--- src/rtl/data_sync_pkg.sv ---
// Shared definitions for the bus synchronizer pair: the launcher FSM
// encoding and default widths and depths.
package data_sync_pkg;

    localparam int unsigned DEF_BUS_WIDTH  = 8;
    localparam int unsigned DEF_NUM_STAGES = 2;

    typedef enum logic [1:0] {
        ST_IDLE     = 2'b00,
        ST_LOAD     = 2'b01,
        ST_WAIT_ACK = 2'b10
    } launch_state_e;

endpackage

--- src/rtl/bit_sync.sv ---
// Single-bit multi-flop synchronizer.
//   CLK      destination clock
//   RST      synchronous active-low reset, clears every stage
//   async_in asynchronous input bit
//   sync_out output of the last stage
module bit_sync #(
    parameter int unsigned NUM_STAGES = 2
) (
    input  logic CLK,
    input  logic RST,
    input  logic async_in,
    output logic sync_out
);

    logic [NUM_STAGES-1:0] sync_q;

    // Shift chain; stage 0 is the metastability-exposed flop.
    always_ff @(posedge CLK) begin
        if (!RST) begin
            sync_q <= '0;
        end else begin
            sync_q <= {sync_q[NUM_STAGES-2:0], async_in};
        end
    end

    assign sync_out = sync_q[NUM_STAGES-1];

endmodule

--- src/rtl/data_sync_launcher.sv ---
// Source-side launcher of a toggle-handshake bus crossing. Captures a word,
// holds it on tx_bus, toggles tx_req and waits for the synchronized rx_ack
// toggle to match.
//   CLK, RST     source clock, synchronous active-low reset
//   src_data     word to launch, sampled only on the accept edge
//   src_valid    src_data is valid
//   src_ready    high while IDLE (combinational from state)
//   tx_bus       launched word, held until the next accept
//   tx_req       request toggle, one toggle per word
//   rx_ack       asynchronous acknowledge toggle from the receiver
//   done         one-cycle pulse when a word is acknowledged
//   err_timeout  sticky, an ack took TIMEOUT or more wait cycles
//   err_proto    sticky, synchronized ack moved outside WAIT_ACK
module data_sync_launcher
    import data_sync_pkg::*;
#(
    parameter int unsigned BUS_WIDTH  = DEF_BUS_WIDTH,
    parameter int unsigned NUM_STAGES = DEF_NUM_STAGES,
    parameter int unsigned TIMEOUT    = 255
) (
    input  logic                 CLK,
    input  logic                 RST,
    input  logic [BUS_WIDTH-1:0] src_data,
    input  logic                 src_valid,
    output logic                 src_ready,
    output logic [BUS_WIDTH-1:0] tx_bus,
    output logic                 tx_req,
    input  logic                 rx_ack,
    output logic                 done,
    output logic                 err_timeout,
    output logic                 err_proto
);

    localparam int unsigned CNT_W = $clog2(TIMEOUT + 1);
    localparam logic [CNT_W-1:0] CNT_MAX = CNT_W'(TIMEOUT);

    launch_state_e    state;
    logic [CNT_W-1:0] wait_cnt;
    logic [CNT_W-1:0] wait_cnt_inc;
    logic             ack_s;
    logic             ack_q;

    bit_sync #(
        .NUM_STAGES (NUM_STAGES)
    ) u_ack_sync (
        .CLK      (CLK),
        .RST      (RST),
        .async_in (rx_ack),
        .sync_out (ack_s)
    );

    assign src_ready    = (state == ST_IDLE);
    assign wait_cnt_inc = wait_cnt + CNT_W'(1);

    // Launch FSM with data/toggle registers, timeout counter and error flags.
    always_ff @(posedge CLK) begin
        if (!RST) begin
            state       <= ST_IDLE;
            tx_bus      <= '0;
            tx_req      <= 1'b0;
            done        <= 1'b0;
            err_timeout <= 1'b0;
            err_proto   <= 1'b0;
            wait_cnt    <= '0;
            ack_q       <= 1'b0;
        end else begin
            done  <= 1'b0;
            ack_q <= ack_s;

            // A legitimate ack only ever moves while a request is outstanding.
            if ((state != ST_WAIT_ACK) && (ack_s != ack_q)) begin
                err_proto <= 1'b1;
            end

            case (state)
                ST_IDLE: begin
                    if (src_valid) begin
                        tx_bus <= src_data;
                        state  <= ST_LOAD;
                    end
                end
                // Data has been stable for a cycle; now announce it.
                ST_LOAD: begin
                    tx_req   <= ~tx_req;
                    wait_cnt <= '0;
                    state    <= ST_WAIT_ACK;
                end
                ST_WAIT_ACK: begin
                    if (ack_s == tx_req) begin
                        done  <= 1'b1;
                        state <= ST_IDLE;
                    end else if (wait_cnt != CNT_MAX) begin
                        wait_cnt <= wait_cnt_inc;
                        if (wait_cnt_inc == CNT_MAX) begin
                            err_timeout <= 1'b1;
                        end
                    end
                end
                default: begin
                    state <= ST_IDLE;
                end
            endcase
        end
    end

endmodule

--- config.mk ---
export PLATFORM = sky130hd
export DESIGN_NAME = data_sync_launcher
export DESIGN_NICKNAME = d
export VERILOG_FILES = /design/src/rtl/data_sync_pkg.sv /design/src/rtl/bit_sync.sv /design/src/rtl/data_sync_launcher.sv
export SDC_FILE = /design/constraint.sdc
export NUM_CORES = 1
export LEC_CHECK = 0
export ABC_CLOCK_PERIOD_IN_PS = 2300
export CAP_MARGIN = 0
export CELL_PAD_IN_SITES_DETAIL_PLACEMENT = 1
export CELL_PAD_IN_SITES_GLOBAL_PLACEMENT = 2
export CORE_UTILIZATION = 29
export CTS_CLUSTER_DIAMETER = 100
export CTS_CLUSTER_SIZE = 24
export DETAILED_ROUTE_END_ITERATION = 12
export GPL_ROUTABILITY_DRIVEN = 0
export GPL_TIMING_DRIVEN = 0
export PLACE_DENSITY_LB_ADDON = 0.1
export SYNTH_ARGS = -nofsm -noshare
export SYNTH_HDL_FRONTEND = slang
export SYNTH_HIERARCHICAL = 1
export SYNTH_SLANG_ARGS = --single-unit
--- constraint.sdc ---
create_clock -name CLK -period 2.3 [get_ports CLK]
set_clock_uncertainty 0.05 [all_clocks]
set_input_delay 0.46 -clock CLK [delete_from_list [all_inputs] [get_ports CLK]]
set_output_delay 0.46 -clock CLK [all_outputs]
set_load 0.01 [all_outputs]
Word level (Yosys, flattened, before mapping)
Index checks and enable logic that the tools add are counted.
{"block": "word_totals", "register_bits": 25, "elab_cells": 38}
{"block": "op_classes", "add_sub_neg": 1, "n_eq_ne": 11, "mux": 7, "n_bitwise": 2, "n_reduce_logical": 8}
{"operator": "$mux 8", "n": 2}
{"operator": "$pmux 8 s2", "n": 1}
{"operator": "$ne 2x2->1 const B", "n": 5}
{"operator": "$add 8x1->8 const B", "n": 1}
{"operator": "$eq 8x8->1 const B", "n": 1}
{"operator": "$ne 8x8->1 const B", "n": 1}
{"operator": "$pmux 2 s3", "n": 1}
{"operator": "$reduce_and 2->1", "n": 3}
{"operator": "$mux 2", "n": 2}
{"operator": "$reduce_and 4->1", "n": 1}
{"operator": "$reduce_and 3->1", "n": 1}
{"operator": "$eq 2x1->1 const B", "n": 1}
{"operator": "$eq 2x2->1 const B", "n": 1}
{"operator": "$logic_not 2->1", "n": 1}
{"operator": "$not 1->1", "n": 2}
{"operator": "$reduce_bool 2->1", "n": 1}
{"operator": "$eq 1x1->1", "n": 1}
{"operator": "$logic_and 1x1->1", "n": 1}
{"operator": "$mux 1", "n": 1}
{"operator": "$ne 1x1->1", "n": 1}

Longest topological paths before layout
{"block": "depth", "ltp_word": 4, "depth_mapped": 5, "depth_no_buf": 5}

Hierarchy
Netlist, hierarchy kept.
{"mod": "data_sync_launcher", "n_inst": 1, "cells_each": 115, "area_per_inst_um2": 1073.5}
{"mod": "bit_sync", "n_inst": 1, "cells_each": 4, "area_per_inst_um2": 52.6}

Least setup slack after synthesis
No wires, ideal clock.
{"block": "synth_timing", "path_kind": "reg-to-reg", "from": "register wait_cnt[0]", "to": "register wait_cnt[7]", "t_arrival_ns": 1.434, "t_required_ns": 2.127, "setup_slack_ns": 0.694, "stages_incl_launch_ff": 6, "n_path_buf": 0, "path_cell_list": "dfxtp_1 -> ha_1 -> nand2_1 -> nor3_4 -> nor2_1 -> a221o_2"}
{"block": "synth_between", "elab_chain_cells": 4, "elab_cells_between_ends": 7}
{"item": "start: declaration", "line": "data_sync_launcher.sv:38", "text": "logic [CNT_W-1:0] wait_cnt;"}
{"item": "start signal: assignment", "line": "data_sync_launcher.sv:93", "text": "wait_cnt <= wait_cnt_inc;"}
{"item": "$add 8x1->8", "line": "data_sync_launcher.sv:53", "text": "assign wait_cnt_inc = wait_cnt + CNT_W'(1);"}
{"item": "$mux 8", "line": "data_sync_launcher.sv:92", "text": "end else if (wait_cnt != CNT_MAX) begin"}
{"item": "$mux 8", "line": "data_sync_launcher.sv:89", "text": "if (ack_s == tx_req) begin"}
{"item": "$pmux 8 s2", "line": "data_sync_launcher.sv:75", "text": "case (state)"}
Several ways; a longest one is shown, not always the timed one. The select of a mux whose other input is x is not followed.
A chain may end at the register's enable or synchronous reset.

==> results by group <==
Clocking
  • CTS buffer count: 3
  • Post-CTS Resized: 0
  • # clock sinks: 25
  • Post-CTS setup buffer count: 0
  • CTS tree: built
  • Maximum clock path buffer count: 2
  • Worst-path clk slew: 0.09 ns
  • CTS Hold Bufs: 0
  • H-tree depth: 1
  • Clk Latency, worst-skew pair: 0.27 ns
  • Root buffer cell: clkbuf_8

Yosys
  • Post-synth EDFFs: 0
  • Syn Area/Cell: 9.463 um^2
  • Biggest area consumer among synthesized cells: dfxtp_1
  • FFs w/ async S/R, synth: 0%
  • Synth top area cells: dfxtp_1 (44%), nand2_1 (7.7%), a21boi_0 (6.0%), and2_1 (3.9%), xnor2_1 (3.1%)
  • Seq/Total Area, Yosys: 44.44%
  • Synth Warn #: 6
  • Synth Register Bits: 25
  • Syn_nets: 133
  • Synthesized cell area: 0.001126 mm^2
  • Synth top area share: 44.44%
  • Cells after synthesis: 119
  • Synth Flop Type: dfxtp_1
  • Distinct cell type count after synthesis: 41

Setup path
  • Critical path, cell by cell: clkdlybuf4s50_1 -> nand3_1 -> nor2_1 -> a221o_2
  • Max FO, Critical Path: 11
  • Arrival time at the worst endpoint: 2.12 ns
  • Crit path kind: in2reg
  • R2R Setup Slk: 0.38 ns
  • Slowest-stage cell, CP: clkdlybuf4s50_1
  • WP data required: 2.47 ns
  • Largest stage delay, worst path: 0.70 ns
  • CP endpoint kind: register
  • Setup crit start kind: primary input

Drt
  • Remaining DRCs: 0
  • WL final: 2569 um
  • Router iterations before antenna repair: 3
  • ANT nets after route: 0
  • WL/cell: 13.17 um
  • Initial DRC count: 23
  • Via Count: 941
  • DR vias/cell: 4.826

Place
  • DP Wirelength: 1937 um
  • # port buffers: 24
  • Pre-CTS setup slack: 0.008231 ns
  • Placed cell area: 0.001426 mm^2

STA
  • Total Negative Setup Slacks: 0 ns
  • F_max: 0.5133 GHz
  • Final setup vio count: 0
  • Hold_ws: 0.3977 ns
  • Actual slew at the worst max-slew pin: 0.4537 ns
  • Min cycle time layout: 1.948 ns
  • Slew HR: 69.75%
  • Hold Fails Final Rpt: 0
  • Setup WS post-layout: 0.3519 ns
  • Unrepaired setup endpoints after global routing: no
  • Max Slew Vio Count: 0
  • Final worst path period share: 84.70%

Hold path
  • Hold WC Path Type: reg2reg

Cells and area
  • Leading cell types in the layout, fill and taps excluded: dfxtp_1 (25), clkdlybuf4s50_1 (24), nand2_1 (23)
  • Nets: 162
  • Fillers: 440
  • Core Util, Final: 39.99%
  • Share of cells above drive strength 1: 10.88%
  • Most common cell after layout, fill and taps aside: dfxtp_1
  • Inserted Diodes: 0
  • Area delta synth->final: 31.00%
  • Design area: 0.001475 mm^2

Floorplan
  • Die ar.: 0.004136 mm^2
  • Die Span Y: 64.32 um
  • Initial core utilization: 30.53%
  • Die width: 64.32 um
  • Number of core rows: 22
  • Core area: 0.003689 mm^2
  • Num ports: 25

Global route
  • Residual overflow from global routing: 0
  • Vias in the first global route: 955
  • Total track usage: 14.45%
  • Largest net degree at the start of global routing: 16
  • First-pass GRT wire length: 4491 um
  • Initial antenna violation count: 0

Power and ir drop
  • Net Sw Power: 0.2072 mW
  • Part of the power in registers: 54.8%
  • Combinational Power Share: 12.6%
  • P_leak: 0.5379 nW
  • Peak VDD IR: 0.0002786 V
  • Clock share of power: 32.6%
  • Internal Power: 0.6320 mW
  • PwrDens: 568.9 mW/mm^2
  • Sw Ratio: 24.69%

Status
  • Status: complete, no violations

Job
  • Max-cap viol count: 0
synthesized netlist by cell type (2+ instances only):
| library cell | count |
|---|---|
| and2_1 | 7 |
| xnor2_1 | 4 |
| o2bb2ai_1 | 2 |
| dfxtp_1 | 25 |
| nor3_1 | 2 |
| nand2_1 | 23 |
| o21ai_0 | 2 |
| o21a_1 | 3 |
| ha_1 | 2 |
| inv_1 | 2 |
| a21boi_0 | 9 |
| a21oi_1 | 2 |
| nand2b_1 | 3 |
| clkbuf_1 | 2 |
| nand3_1 | 2 |
| nor2_1 | 4 |
worst max-delay path, delay by kind of cell:
family          cells  cell delay, ns
simple gates        2            0.72
buf+inv             1            0.70
compound gates      1            0.23
cell families after synthesis:
| family | synth area share, % |
|---|---|
| simple gates | 24.11 |
| compound gates | 20.89 |
| flops | 44.44 |
| xor+xnor | 5.334 |
| buf+inv | 2.001 |
| fa+ha+maj | 2.222 |
| mux | 0.9999 |
registers in the layout, indices dropped and copies added (netlist names):
register	count
done	1
state	2
err_timeout	1
u_ack_sync/sync_q	2
err_proto	1
tx_bus	8
ack_q	1
wait_cnt	8
tx_req	1
layout make-up:
cell class	instances	area (um^2)	area share [%]
plain buffers	3	15.01	1.018
clock buffers	3	41.29	2.799
clock inverters	1	7.507	0.5089
inverters	2	7.507	0.5089
multi-input cells	89	603.1	40.88
flip-flops and latches	25	500.5	33.93
well taps	48	60.06	4.071
repair buffers	24	240.2	16.29
layer usage:
| layer | vias to the layer above | GRT usage [%] | share of wire (%) |
|---|---|---|---|
| met5 | - | 0 | 0 |
| met4 | 0 | 7.500 | 2.0 |
| met3 | 4 | 3.750 | 4.9 |
| met2 | 19 | 22.63 | 46 |
| met1 | 448 | 18.06 | 47 |
| li1 | 470 | - | - |
power groups by stage:
stage               Clock [mW]  Sequential (mW)  Combinational (mW)
floorplan                    0            0.475              0.0413
global placement             0            0.469               0.106
detailed placement           0            0.470               0.108
CTS                      0.287            0.460               0.108
global route             0.304            0.462               0.118
finish                   0.274            0.460               0.106
stage by stage:
step	total power, mW	instances
floorplan	0.5162	119
global placement	0.5749	191
detailed placement	0.5780	191
CTS	0.8552	195
global route	0.8834	195
finish	0.8392	195
path summary, 6_finish.rpt:
kind | start | to | depth (start not counted)
worst min-delay path | u_ack_sync/sync_q[0]$_SDFF_PN0_ | u_ack_sync/sync_q[1]$_SDFF_PN0_ | 1
worst min register to register | u_ack_sync/sync_q[0]$_SDFF_PN0_ | u_ack_sync/sync_q[1]$_SDFF_PN0_ | 1
worst max-delay path | RST | wait_cnt[7]$_SDFFE_PN0P_ | 4
worst max register to register | wait_cnt[0]$_SDFFE_PN0P_ | wait_cnt[7]$_SDFFE_PN0P_ | 5
Power figures use the tool's default switching activity.
